### config.mk
export PLATFORM = sky130hd
export DESIGN_NAME = esn_snap_reader
export DESIGN_NICKNAME = d
export VERILOG_FILES = /design/src/rtl/esn_snap_reader.sv
export SDC_FILE = /design/constraint.sdc
export NUM_CORES = 1
export LEC_CHECK = 0
export CAP_MARGIN = 15
export CORE_AREA = 2 2 162 203
export DETAILED_ROUTE_END_ITERATION = 7
export DIE_AREA = 0 0 164 205
export PLACE_DENSITY_LB_ADDON = 0.25
export SYNTH_ARGS = -nofsm -noshare
export SYNTH_HDL_FRONTEND = slang
export SYNTH_SLANG_ARGS = --single-unit
### constraint.sdc
create_clock -name clk -period 3.8 [get_ports clk]
set_clock_uncertainty 0.1 [all_clocks]
set_input_delay 0.76 -clock clk [delete_from_list [all_inputs] [get_ports clk]]
set_output_delay 0.76 -clock clk [all_outputs]
set_load 0.03 [all_outputs]
### src/rtl/esn_snap_reader.sv
// -----------------------------------------------------------------------------
// esn_snap_reader
// Snapshot reader for the ESN readout. On a request it copies the readout
// estimate and all NW learned weights into shadow registers in one cycle, then
// streams them as an (NW+1)-word frame over a valid/ready interface:
// word 0 is the estimate, words 1..NW are the weights 0..NW-1.
// The readout is never stalled; requests arriving while a frame is in flight
// are counted as drops and otherwise ignored.
//
// Ports:
//   clk        system clock
//   rst_N      asynchronous active-low reset
//   W_in       NW*DW learned weights, word k = W_in[k*DW +: DW]
//   est_in     DW readout estimate
//   snap_req   snapshot request (pulse or level)
//   out_data   current frame word
//   out_idx    index of out_data within the frame (0..NW)
//   out_valid  out_data/out_idx/out_last valid
//   out_ready  consumer accepts the word when high together with out_valid
//   out_last   high with the final word (idx NW)
//   busy       frame in progress
//   drop_cnt   requests ignored while busy, saturating at 255
//   frame_cnt  completed frames, wrapping
// -----------------------------------------------------------------------------
module esn_snap_reader #(
  parameter int NW = 8,
  parameter int DW = 32,
  parameter int IW = 4
) (
  input  logic             clk,
  input  logic             rst_N,
  input  logic [NW*DW-1:0] W_in,
  input  logic [DW-1:0]    est_in,
  input  logic             snap_req,
  output logic [DW-1:0]    out_data,
  output logic [IW-1:0]    out_idx,
  output logic             out_valid,
  input  logic             out_ready,
  output logic             out_last,
  output logic             busy,
  output logic [7:0]       drop_cnt,
  output logic [15:0]      frame_cnt
);

  localparam logic [0:0]    ST_IDLE  = 1'b0;
  localparam logic [0:0]    ST_SEND  = 1'b1;
  localparam logic [IW-1:0] IDX_ONE  = IW'(1);
  localparam logic [IW-1:0] IDX_LAST = IW'(NW);

  logic [0:0]       state_q,     state_d;
  logic [IW-1:0]    idx_q,       idx_d;
  logic [DW-1:0]    out_data_q,  out_data_d;
  logic             out_valid_q, out_valid_d;
  logic             out_last_q,  out_last_d;
  logic             busy_q,      busy_d;
  logic [7:0]       drop_cnt_q,  drop_cnt_d;
  logic [15:0]      frame_cnt_q, frame_cnt_d;
  logic [DW-1:0]    est_sh_q,    est_sh_d;
  logic [NW*DW-1:0] w_sh_q,      w_sh_d;
  logic             handshake_s;

  // Weight word i of a packed weight vector; indices >= NW return zero.
  function automatic logic [DW-1:0] sel_word(input logic [NW*DW-1:0] w,
                                             input logic [IW-1:0]    i);
    logic [DW-1:0] r;
    r = {DW{1'b0}};
    for (int k = 0; k < NW; k++) begin
      if (i == IW'(k)) begin
        r = w[k*DW +: DW];
      end else begin
        r = r;
      end
    end
    return r;
  endfunction

  assign handshake_s = out_valid_q & out_ready;

  // Next-state logic: capture, word sequencing, drop and frame counting.
  always_comb begin
    state_d     = state_q;
    idx_d       = idx_q;
    out_data_d  = out_data_q;
    out_valid_d = out_valid_q;
    out_last_d  = out_last_q;
    busy_d      = busy_q;
    drop_cnt_d  = drop_cnt_q;
    frame_cnt_d = frame_cnt_q;
    est_sh_d    = est_sh_q;
    w_sh_d      = w_sh_q;

    case (state_q)
      ST_IDLE: begin
        if (snap_req) begin
          // Atomic capture; word 0 (the estimate) is presented straight away
          // from the input so the first word is valid one cycle later.
          est_sh_d    = est_in;
          w_sh_d      = W_in;
          state_d     = ST_SEND;
          idx_d       = {IW{1'b0}};
          out_data_d  = est_in;
          out_valid_d = 1'b1;
          out_last_d  = 1'b0;
          busy_d      = 1'b1;
        end else begin
          state_d = ST_IDLE;
        end
      end

      ST_SEND: begin
        // A request during a frame never touches the shadows, only the counter.
        if (snap_req && (drop_cnt_q != 8'hFF)) begin
          drop_cnt_d = drop_cnt_q + 8'd1;
        end else begin
          drop_cnt_d = drop_cnt_q;
        end

        if (handshake_s) begin
          if (idx_q == IDX_LAST) begin
            state_d     = ST_IDLE;
            idx_d       = {IW{1'b0}};
            out_data_d  = {DW{1'b0}};
            out_valid_d = 1'b0;
            out_last_d  = 1'b0;
            busy_d      = 1'b0;
            frame_cnt_d = frame_cnt_q + 16'd1;
          end else begin
            // Frame word idx+1 is weight word idx.
            idx_d      = idx_q + IDX_ONE;
            out_data_d = sel_word(w_sh_q, idx_q);
            out_last_d = ((idx_q + IDX_ONE) == IDX_LAST);
          end
        end else begin
          state_d = ST_SEND;
        end
      end

      default: begin
        state_d     = ST_IDLE;
        idx_d       = {IW{1'b0}};
        out_data_d  = {DW{1'b0}};
        out_valid_d = 1'b0;
        out_last_d  = 1'b0;
        busy_d      = 1'b0;
      end
    endcase
  end

  // State, output and shadow registers.
  always_ff @(posedge clk or negedge rst_N) begin
    if (!rst_N) begin
      state_q     <= ST_IDLE;
      idx_q       <= {IW{1'b0}};
      out_data_q  <= {DW{1'b0}};
      out_valid_q <= 1'b0;
      out_last_q  <= 1'b0;
      busy_q      <= 1'b0;
      drop_cnt_q  <= 8'd0;
      frame_cnt_q <= 16'd0;
      est_sh_q    <= {DW{1'b0}};
      w_sh_q      <= {(NW*DW){1'b0}};
    end else begin
      state_q     <= state_d;
      idx_q       <= idx_d;
      out_data_q  <= out_data_d;
      out_valid_q <= out_valid_d;
      out_last_q  <= out_last_d;
      busy_q      <= busy_d;
      drop_cnt_q  <= drop_cnt_d;
      frame_cnt_q <= frame_cnt_d;
      est_sh_q    <= est_sh_d;
      w_sh_q      <= w_sh_d;
    end
  end

  assign out_data  = out_data_q;
  assign out_idx   = idx_q;
  assign out_valid = out_valid_q;
  assign out_last  = out_last_q;
  assign busy      = busy_q;
  assign drop_cnt  = drop_cnt_q;
  assign frame_cnt = frame_cnt_q;

endmodule

# Yosys cells after proc, flatten, opt, wreduce, memory -nomap -nowiden
# Cells that the tools add are included.
# totals
ff_bits	319
in_bits	292
# op_classes
n_addsub	3
eq_ne	13
n_mux	28
bitwise_logic	2
reduce_logical	7
# op_table
cell	n
2-to-1 mux 32 bit	11
case mux 32 bit (2 select lines)	1
adder 16 x 1 -> 16 bit, second input constant	1
equality test 4 x 3 -> 1 bit, second input constant	4
2-to-1 mux 4 bit	3
2-to-1 mux 1 bit	9
adder 8 x 1 -> 8 bit, second input constant	1
equality test 4 x 2 -> 1 bit, second input constant	2
equality test 4 bit, second input constant	2
inequality test 8 bit, second input constant	1
case mux 4 bit (2 select lines)	1
case mux 1 bit (2 select lines)	3
AND reduction 2 bit	3
AND reduction 3 bit	2
adder 4 x 1 -> 4 bit, second input constant	1
equality test 4 x 1 -> 1 bit, second input constant	1
zero test 4 bit	1
inequality test 2 x 1 -> 1 bit, second input constant	2
inequality test 2 bit, second input constant	1
bitwise AND 1 bit	1
logical AND 1 bit	1
NOT 1 bit	1

# Logic depth before layout (Yosys ltp)
# Gate-level depths: netlist of run 1.
# depth
ltp_word	12
depth_mapped	9
mapped_depth_nobuf	6

# Worst setup path after synthesis of run 1
# OpenSTA, ideal clock, no wires.
# synth_timing
path_kind	register -> register
start	register idx_q[0] (netlist: out_idx[0])
end	register out_data_q[10] (netlist: out_data[10])
arrival_ps	2110
path_slack_ps	1464
stages_incl_launch_ff	10
period_less_slack_ps	2336
cell_sequence	dfrtp_1 > inv_1 > ha_1 > buf_2 > or2_1 > buf_2 > buf_2 > a221oi_1 > o22ai_1 > a221o_1
# synth_via
elab_chain_cells	12
# synth_lines
element	line	text
start: declaration	51	logic [IW-1:0] idx_q, idx_d;
start signal: assignment	153	idx_q <= {IW{1'b0}};
start signal: assignment	164	idx_q <= idx_d;
zero test 4 bit	68	if (i == IW'(k)) begin
2-to-1 mux 32 bit (8 in a row)	68	
2-to-1 mux 32 bit (*)	119	if (idx_q == IDX_LAST) begin
2-to-1 mux 32 bit (*)	118	if (handshake_s) begin
case mux 32 bit (2 select lines) (*)	92	case (state_q)
end signal: assignment	154	out_data_q <= {DW{1'b0}};
end signal: assignment	165	out_data_q <= out_data_d;
end: declaration	52	logic [DW-1:0] out_data_q, out_data_d;
# Mark *: on every way between the ends. The rest lies on a longest branch, timed or not. The select of a mux whose other input is x is not followed.
# A chain may end at the register's enable or synchronous reset.

# Worst setup path in the final report of run 1
# layout_timing
start	register idx_q[0] (netlist: out_idx[0])
end	register out_data_q[13] (netlist: out_data[13])
# The elaborated chain is that of the path after synthesis.

==> flow_metrics.py, run 1 <==
metrics = {
    "route": {
        "wl_per_cell_um": 20.99,
        "drc": 0,
        "drtAntennaViolNets": 0,
        "routed_via_density": 5.635,
        "dr_wl_met3_mm": 3.479,
        "drt-initial-drc-count": 1505,
        "vias": 13510,
        "top_layer": "met4",
        "wl_met2_mm": 25.44,
        "routed_wl_mm": 50.35,
        "wl_met1_mm": 18.89,
        "drtPass1Iterations": 5,
    },
    "finish": {
        "layout_commonest_cell": "nand2_1",
        "drive_above_1_share_pct": 7.413,
        "final_nets": 2256,
        "area_delta_synth_final_pct": 34.39,
        "most-common-layout-cells": "774 x nand2_1, 353 x clkdlybuf4s50_1, 319 x dfrtp_1",
        "stdcell_area_um2": 19710,
        "fill_cells": 2612,
    },
    "logic_synthesis": {
        "ys_types": 50,
        "synth-edff-count": 0,
        "async_flop_share_pct": 100.0,
        "yosysTopAreaCell": "dfrtp_1",
        "dominantRegCellSynth": "dfrtp_1",
        "yosysWarnings": 0,
        "synthCells": 1657,
        "synth_area_um2": 14670,
        "syn_nets": 1956,
        "avgSynthCellArea_um2": 8.853,
        "seq_area_frac_synth_pct": 54.42,
        "yosys.area.top_type_share_pct": 54.42,
        "synth_seq_cells": 319,
        "synthTopCellsByArea": "dfrtp_1 54%, nand2_1 20%, a221oi_1 2.3%, o221a_2 2.0%, a221oi_2 1.7%",
    },
    "clocking": {
        "cts_buffers": 35,
        "cts_max_level": 2,
        "clock_path_buffers": 3,
        "cts.repair.resized": 0,
        "worstSkewPairLatency_ns": 0.52,
        "cts.sinks": 319,
        "holdBufCountCts": 0,
        "clk_pin_slew_ns": 0.06,
        "tritoncts": "yes",
        "cts_root_buffer": "clkbuf_16",
        "postCtsSetupRepairBufs": 0,
    },
    "pwr": {
        "combPwrFrac_pct": 38.0,
        "ir_worst_vdd_mv": 0.4472,
        "powerDensity_nw_per_um2": 778.3,
        "leakagePower_nw": 9.300,
        "internal_power_w": 0.009343,
        "clockPowerShare_pct": 23.1,
        "power_frac_seq_pct": 39.0,
        "power_switching_w": 0.006001,
        "p_sw_share_pct": 39.11,
    },
    "setup_path": {
        "cp_max_fo": 38,
        "worst_setup_path_end_kind": "flop",
        "crit_family": "simple AND/OR/NAND/NOR gates",
        "cp.buffers_inverters": 2,
        "critical_path_class": "reg -> reg",
        "crit_slowest_cell": "nor2b_4",
        "cp.required_ns": 4.12,
        "slowest_delay_ns": 0.91,
        "arrival_ns": 3.41,
        "path_cells": "inv_1 -> ha_1 -> nor2b_4 -> buf_4 -> a221oi_1 -> or4_1 -> a221oi_2",
        "cp-start-kind": "flop",
    },
    "global_routing": {
        "gr-total-overflow": 0,
        "grt_pass1_vias": 13470,
        "antenna_found_initial": 2,
        "grt_pass1_wl_mm": 76.31,
        "grt_util_all_layers_pct": 29.80,
        "grt_max_degree": 122,
    },
    "run": {
        "maxCapViolCount": 0,
    },
    "worst_hold_path": {
        "holdCritPathClass": "in -> async",
    },
    "place": {
        "dpl_cell_area_um2": 18510,
        "pre_cts_ws_ns": 0.7761,
        "io_buffer_count": 354,
        "dp.final_hpwl_mm": 35.94,
        "gp_congestion": 0.9351,
    },
    "floorplanning": {
        "core_area_um2": 31690,
        "start_util_pct": 46.28,
        "placementRows": 73,
        "fp.dieArea_um2": 33620,
        "die_y_um": 205,
        "die_w_um": 164,
        "pin_count": 355,
    },
    "timing": {
        "setup_tns_ns": 0,
        "drv_slew": 0,
        "worst_slew_pin_slew_ns": 1.120,
        "relSlewSlack_pct": 25.18,
        "hold_ws_ns": 0.1562,
        "rsz0062_at_grt": "no",
        "hold_violations": 0,
        "worst_slack_ns": 0.7088,
        "fin_crit_sh_pct": 81.35,
        "fmax_mhz": 323.5,
        "setup_viol": 0,
        "min_period_ns": 3.091,
    },
    "run_status": {
        "outcome": "completed",
    },
}
state kept, by name (all words and copies together) (netlist names):
| name | count |
|---|---|
| busy | 1 |
| drop_cnt | 8 |
| frame_cnt | 16 |
| out_data | 32 |
| out_idx | 4 |
| out_last | 1 |
| state_q | 1 |
| w_sh_q | 256 |
cells in the mapped netlist (all sizes together), types with 6 or more instances:
library cell,n
and2,9
nor2,29
ha,7
inv,14
buf,62
dfrtp,319
xor2,11
clkbuf,60
a21oi,43
xnor2,13
o21ai,53
o22ai,31
a22oi,28
a221oi,56
nor2b,6
or4,20
mux2i,8
nand3,20
o41ai,7
nand2,774
o221a,27
nand2b,9
a221o,11
final timing paths:
path                                    startpoint                        to  slack (ns)  depth (start not counted)
max                         out_idx[0]$_DFFE_PN0P_  out_data[13]$_DFFE_PN0P_        0.71                          7
min                                          rst_N   drop_cnt[2]$_DFFE_PN0P_        0.16                          1
max reg2reg                 out_idx[0]$_DFFE_PN0P_  out_data[13]$_DFFE_PN0P_        0.71                          7
min reg2reg                w_sh_q[238]$_DFFE_PN0P_   w_sh_q[238]$_DFFE_PN0P_        0.37                          2
max in group asynchronous                    rst_N   w_sh_q[235]$_DFFE_PN0P_        2.43                          2
min in group clk           w_sh_q[238]$_DFFE_PN0P_   w_sh_q[238]$_DFFE_PN0P_        0.37                          2
final cells by class:
type	count	area (um^2)	share of cell area [%]
Antenna cell	3	7.507	0.03808
Clock buffer	47	1003	5.090
Clock inverter	16	193.9	0.9838
Inverter	14	52.55	0.2666
Multi-Input combinational cell	1202	6102	30.95
Sequential cell	319	7983	40.49
Tap cell	412	515.5	2.615
Timing Repair Buffer	385	3856	19.56
per-stage QoR:
step / power [W] / utilization, % / instances
6_report: 0.01534 / 62.20 / 2398
5_1_grt: 0.01617 / 62.19 / 2397
4_1_cts: 0.01532 / 62.18 / 2395
3_5_place_dp: 0.01175 / 58.40 / 2332
3_3_place_gp: 0.01158 / 58.40 / 2332
2_1_floorplan: 0.009396 / - / 1657
power by group through the flow:
| stage | sequential, W | combinational, W | clock (W) |
|---|---|---|---|
| 6_report | 0.00598 | 0.00583 | 0.00354 |
| 2_1_floorplan | 0.00598 | 0.00342 | 0 |
| 3_5_place_dp | 0.00598 | 0.00577 | 0 |
| 3_3_place_gp | 0.00596 | 0.00562 | 0 |
| 5_1_grt | 0.00610 | 0.00637 | 0.00370 |
| 4_1_cts | 0.00594 | 0.00581 | 0.00357 |
worst reg2reg max path, cell delays in order, from the launching register on:
cell      delay, ns
dfrtp_1        0.47
inv_1          0.12
ha_1           0.17
nor2b_4        0.91
buf_4          0.34
a221oi_1       0.10
or4_1          0.55
a221oi_2       0.24
logic make-up (layout without fill, tap and decap cells):
group / count (synthesis) / count (layout) / synth area share [%]
xor+xnor: 24 / 24 / 1.433
flops: 319 / 319 / 54.42
buf+inv: 136 / 462 / 4.188
compound gates: 273 / 273 / 14.30
other cells: 0 / 3 / 0
mux: 10 / 10 / 0.6994
simple gates: 888 / 888 / 24.36
fa+ha+maj: 7 / 7 / 0.5970
layer usage:
metal,vias to the layer above,global-route usage [%]
met5,-,0
met4,0,14.07
met3,125,3.827
met2,676,51.79
met1,6550,36.68
li1,6162,-
(Power assumes the default switching activity.)
==> run 2, diff against run 1 <==
==> constraint.sdc (replaced) <==
create_clock -name clk -period 3.1 [get_ports clk]
set_clock_uncertainty 0.1 [all_clocks]
set_input_delay 0.62 -clock clk [delete_from_list [all_inputs] [get_ports clk]]
set_output_delay 0.62 -clock clk [all_outputs]
set_load 0.03 [all_outputs]
==> flow_metrics.py, run 2 (synthesis results as in run 1) <==
metrics = {
    "run": {
        "maxCapViolCount": 0,
    },
    "global_routing": {
        "grt_max_degree": 102,
        "grt_pass1_vias": 13810,
        "grt_util_all_layers_pct": 30.50,
        "antenna_found_initial": 13,
        "grt_pass1_wl_mm": 77.76,
        "gr-total-overflow": 0,
    },
    "setup_path": {
        "slowest_delay_ns": 0.82,
        "worst_setup_path_end_kind": "flop",
        "path_cells": "inv_1 -> ha_1 -> nor2b_4 -> buf_4 -> a22oi_1 -> o221a_2 -> a221oi_2",
        "cp.required_ns": 3.40,
        "cp_max_fo": 33,
        "reg2reg_slack_ns": 0.20,
        "arrival_ns": 3.21,
        "cp-start-kind": "flop",
        "reg2reg_from": "out_idx[0]$_DFFE_PN0P_",
        "critPathLaunch": "out_idx[0]$_DFFE_PN0P_",
        "crit_slowest_cell": "nor2b_4",
        "critical_path_class": "reg -> reg",
    },
    "timing": {
        "hold_ws_ns": -0.005593,
        "fin_crit_sh_pct": 93.66,
        "setup_tns_ns": 0,
        "setup_viol": 0,
        "drv_slew": 0,
        "worst_slew_pin_slew_ns": 0.9957,
        "fmax_mhz": 344.4,
        "relSlewSlack_pct": 33.48,
        "min_period_ns": 2.903,
        "rsz0062_at_grt": "no",
        "hold_violations": 2,
        "worst_slack_ns": 0.1965,
    },
    "floorplanning": {
        "die_y_um": 205,
        "placementRows": 73,
        "die_w_um": 164,
        "core_area_um2": 31690,
        "start_util_pct": 46.28,
        "pin_count": 355,
        "fp.dieArea_um2": 33620,
    },
    "clocking": {
        "tritoncts": "yes",
        "worstSkewPairLatency_ns": 0.52,
        "postCtsSetupRepairBufs": 0,
        "cts.repair.resized": 0,
        "cts_buffers": 34,
        "holdBufCountCts": 0,
        "cts_root_buffer": "clkbuf_16",
        "clock_path_buffers": 3,
        "cts_max_level": 2,
        "clk_pin_slew_ns": 0.06,
        "cts.sinks": 319,
    },
    "worst_hold_path": {
        "holdCritPathClass": "in -> async",
    },
    "route": {
        "routed_via_density": 5.656,
        "routed_wl_mm": 51.17,
        "drtPass1Iterations": 6,
        "drt-initial-drc-count": 1270,
        "vias": 13640,
        "drtAntennaViolNets": 0,
        "drc": 0,
        "wl_per_cell_um": 21.22,
    },
    "run_status": {
        "outcome": "finished with violations",
        "violations": "negative hold slack",
    },
    "place": {
        "dpl_cell_area_um2": 18640,
        "gp_congestion": 0.9199,
        "io_buffer_count": 354,
        "dp.final_hpwl_mm": 36.72,
        "pre_cts_ws_ns": 0.2514,
    },
    "finish": {
        "multi_input_area_um2": 6102,
        "stdcell_area_um2": 19840,
        "fill_cells": 2641,
        "drive_above_1_share_pct": 7.704,
        "largest_reg_flops": 256,
        "most-common-layout-cells": "774 x nand2_1, 353 x clkdlybuf4s50_1, 319 x dfrtp_1",
        "final_nets": 2261,
        "layout_commonest_cell": "nand2_1",
        "area_delta_synth_final_pct": 35.27,
        "top_register": "w_sh_q",
        "seqCellArea_um2": 7983,
    },
    "pwr": {
        "leakagePower_nw": 9.358,
        "powerDensity_nw_per_um2": 954.4,
        "ir_worst_vdd_mv": 0.4808,
    },
}
## run 2: routing by layer
metal	up-vias	GRT usage, %	share of wire [%]
met5	-	0	0.025
met4	2	17.98	6.0
met3	160	4.171	6.7
met2	712	52.61	50
met1	6575	36.21	37
li1	6187	-	-
## run 2: worst max-delay path, delay by kind of cell (launching register included)
family	cells	cell delay [ns]
and+or+nand+nor	1	0.82
AOI/OAI and AO/OA	3	0.67
buffers and inverters	2	0.56
DFF	1	0.46
adders and majority gates	1	0.17
## run 2: final cells by class
| class | instances | share of cell area, % |
|---|---|---|
| inverter | 14 | 0.2648 |
| clock buffer | 49 | 5.347 |
| antenna | 13 | 0.1639 |
| timing repair buffer | 391 | 20.10 |
| tap | 412 | 2.598 |
| sequential | 319 | 40.23 |
| clock inverter | 11 | 0.5423 |
| multi-input combinational | 1202 | 30.75 |
## run 2: per-stage QoR
step | cells | hold slack [ns] | utilization, % | power (W)
2_1_floorplan | 1657 | 0.2244 | - | 0.01152
3_3_place_gp | 2338 | 0.3563 | 58.82 | 0.01443
3_5_place_dp | 2338 | 0.3627 | 58.82 | 0.01465
4_1_cts | 2398 | 0.02414 | 62.50 | 0.01890
5_1_grt | 2410 | 0.04844 | 62.60 | 0.01996
6_report | 2411 | -0.005593 | 62.61 | 0.01894
## run 2: where the power goes
group	leakage (nW)	switching [W]	total [W]	internal (W)
Clock	0.584	0.00167	0.00421	0.00254
Sequential	4.01	0.00143	0.00738	0.00595
Combinational	4.77	0.00440	0.00734	0.00294
## run 2: final timing paths
kind,to,cells past startpoint
setup / recovery,out_data[23]$_DFFE_PN0P_,7
hold / removal,w_sh_q[92]$_DFFE_PN0P_,1
setup reg to reg,out_data[23]$_DFFE_PN0P_,7
hold reg to reg,w_sh_q[68]$_DFFE_PN0P_,2
max in group asynchronous,w_sh_q[156]$_DFFE_PN0P_,2
min in group clk,w_sh_q[68]$_DFFE_PN0P_,2
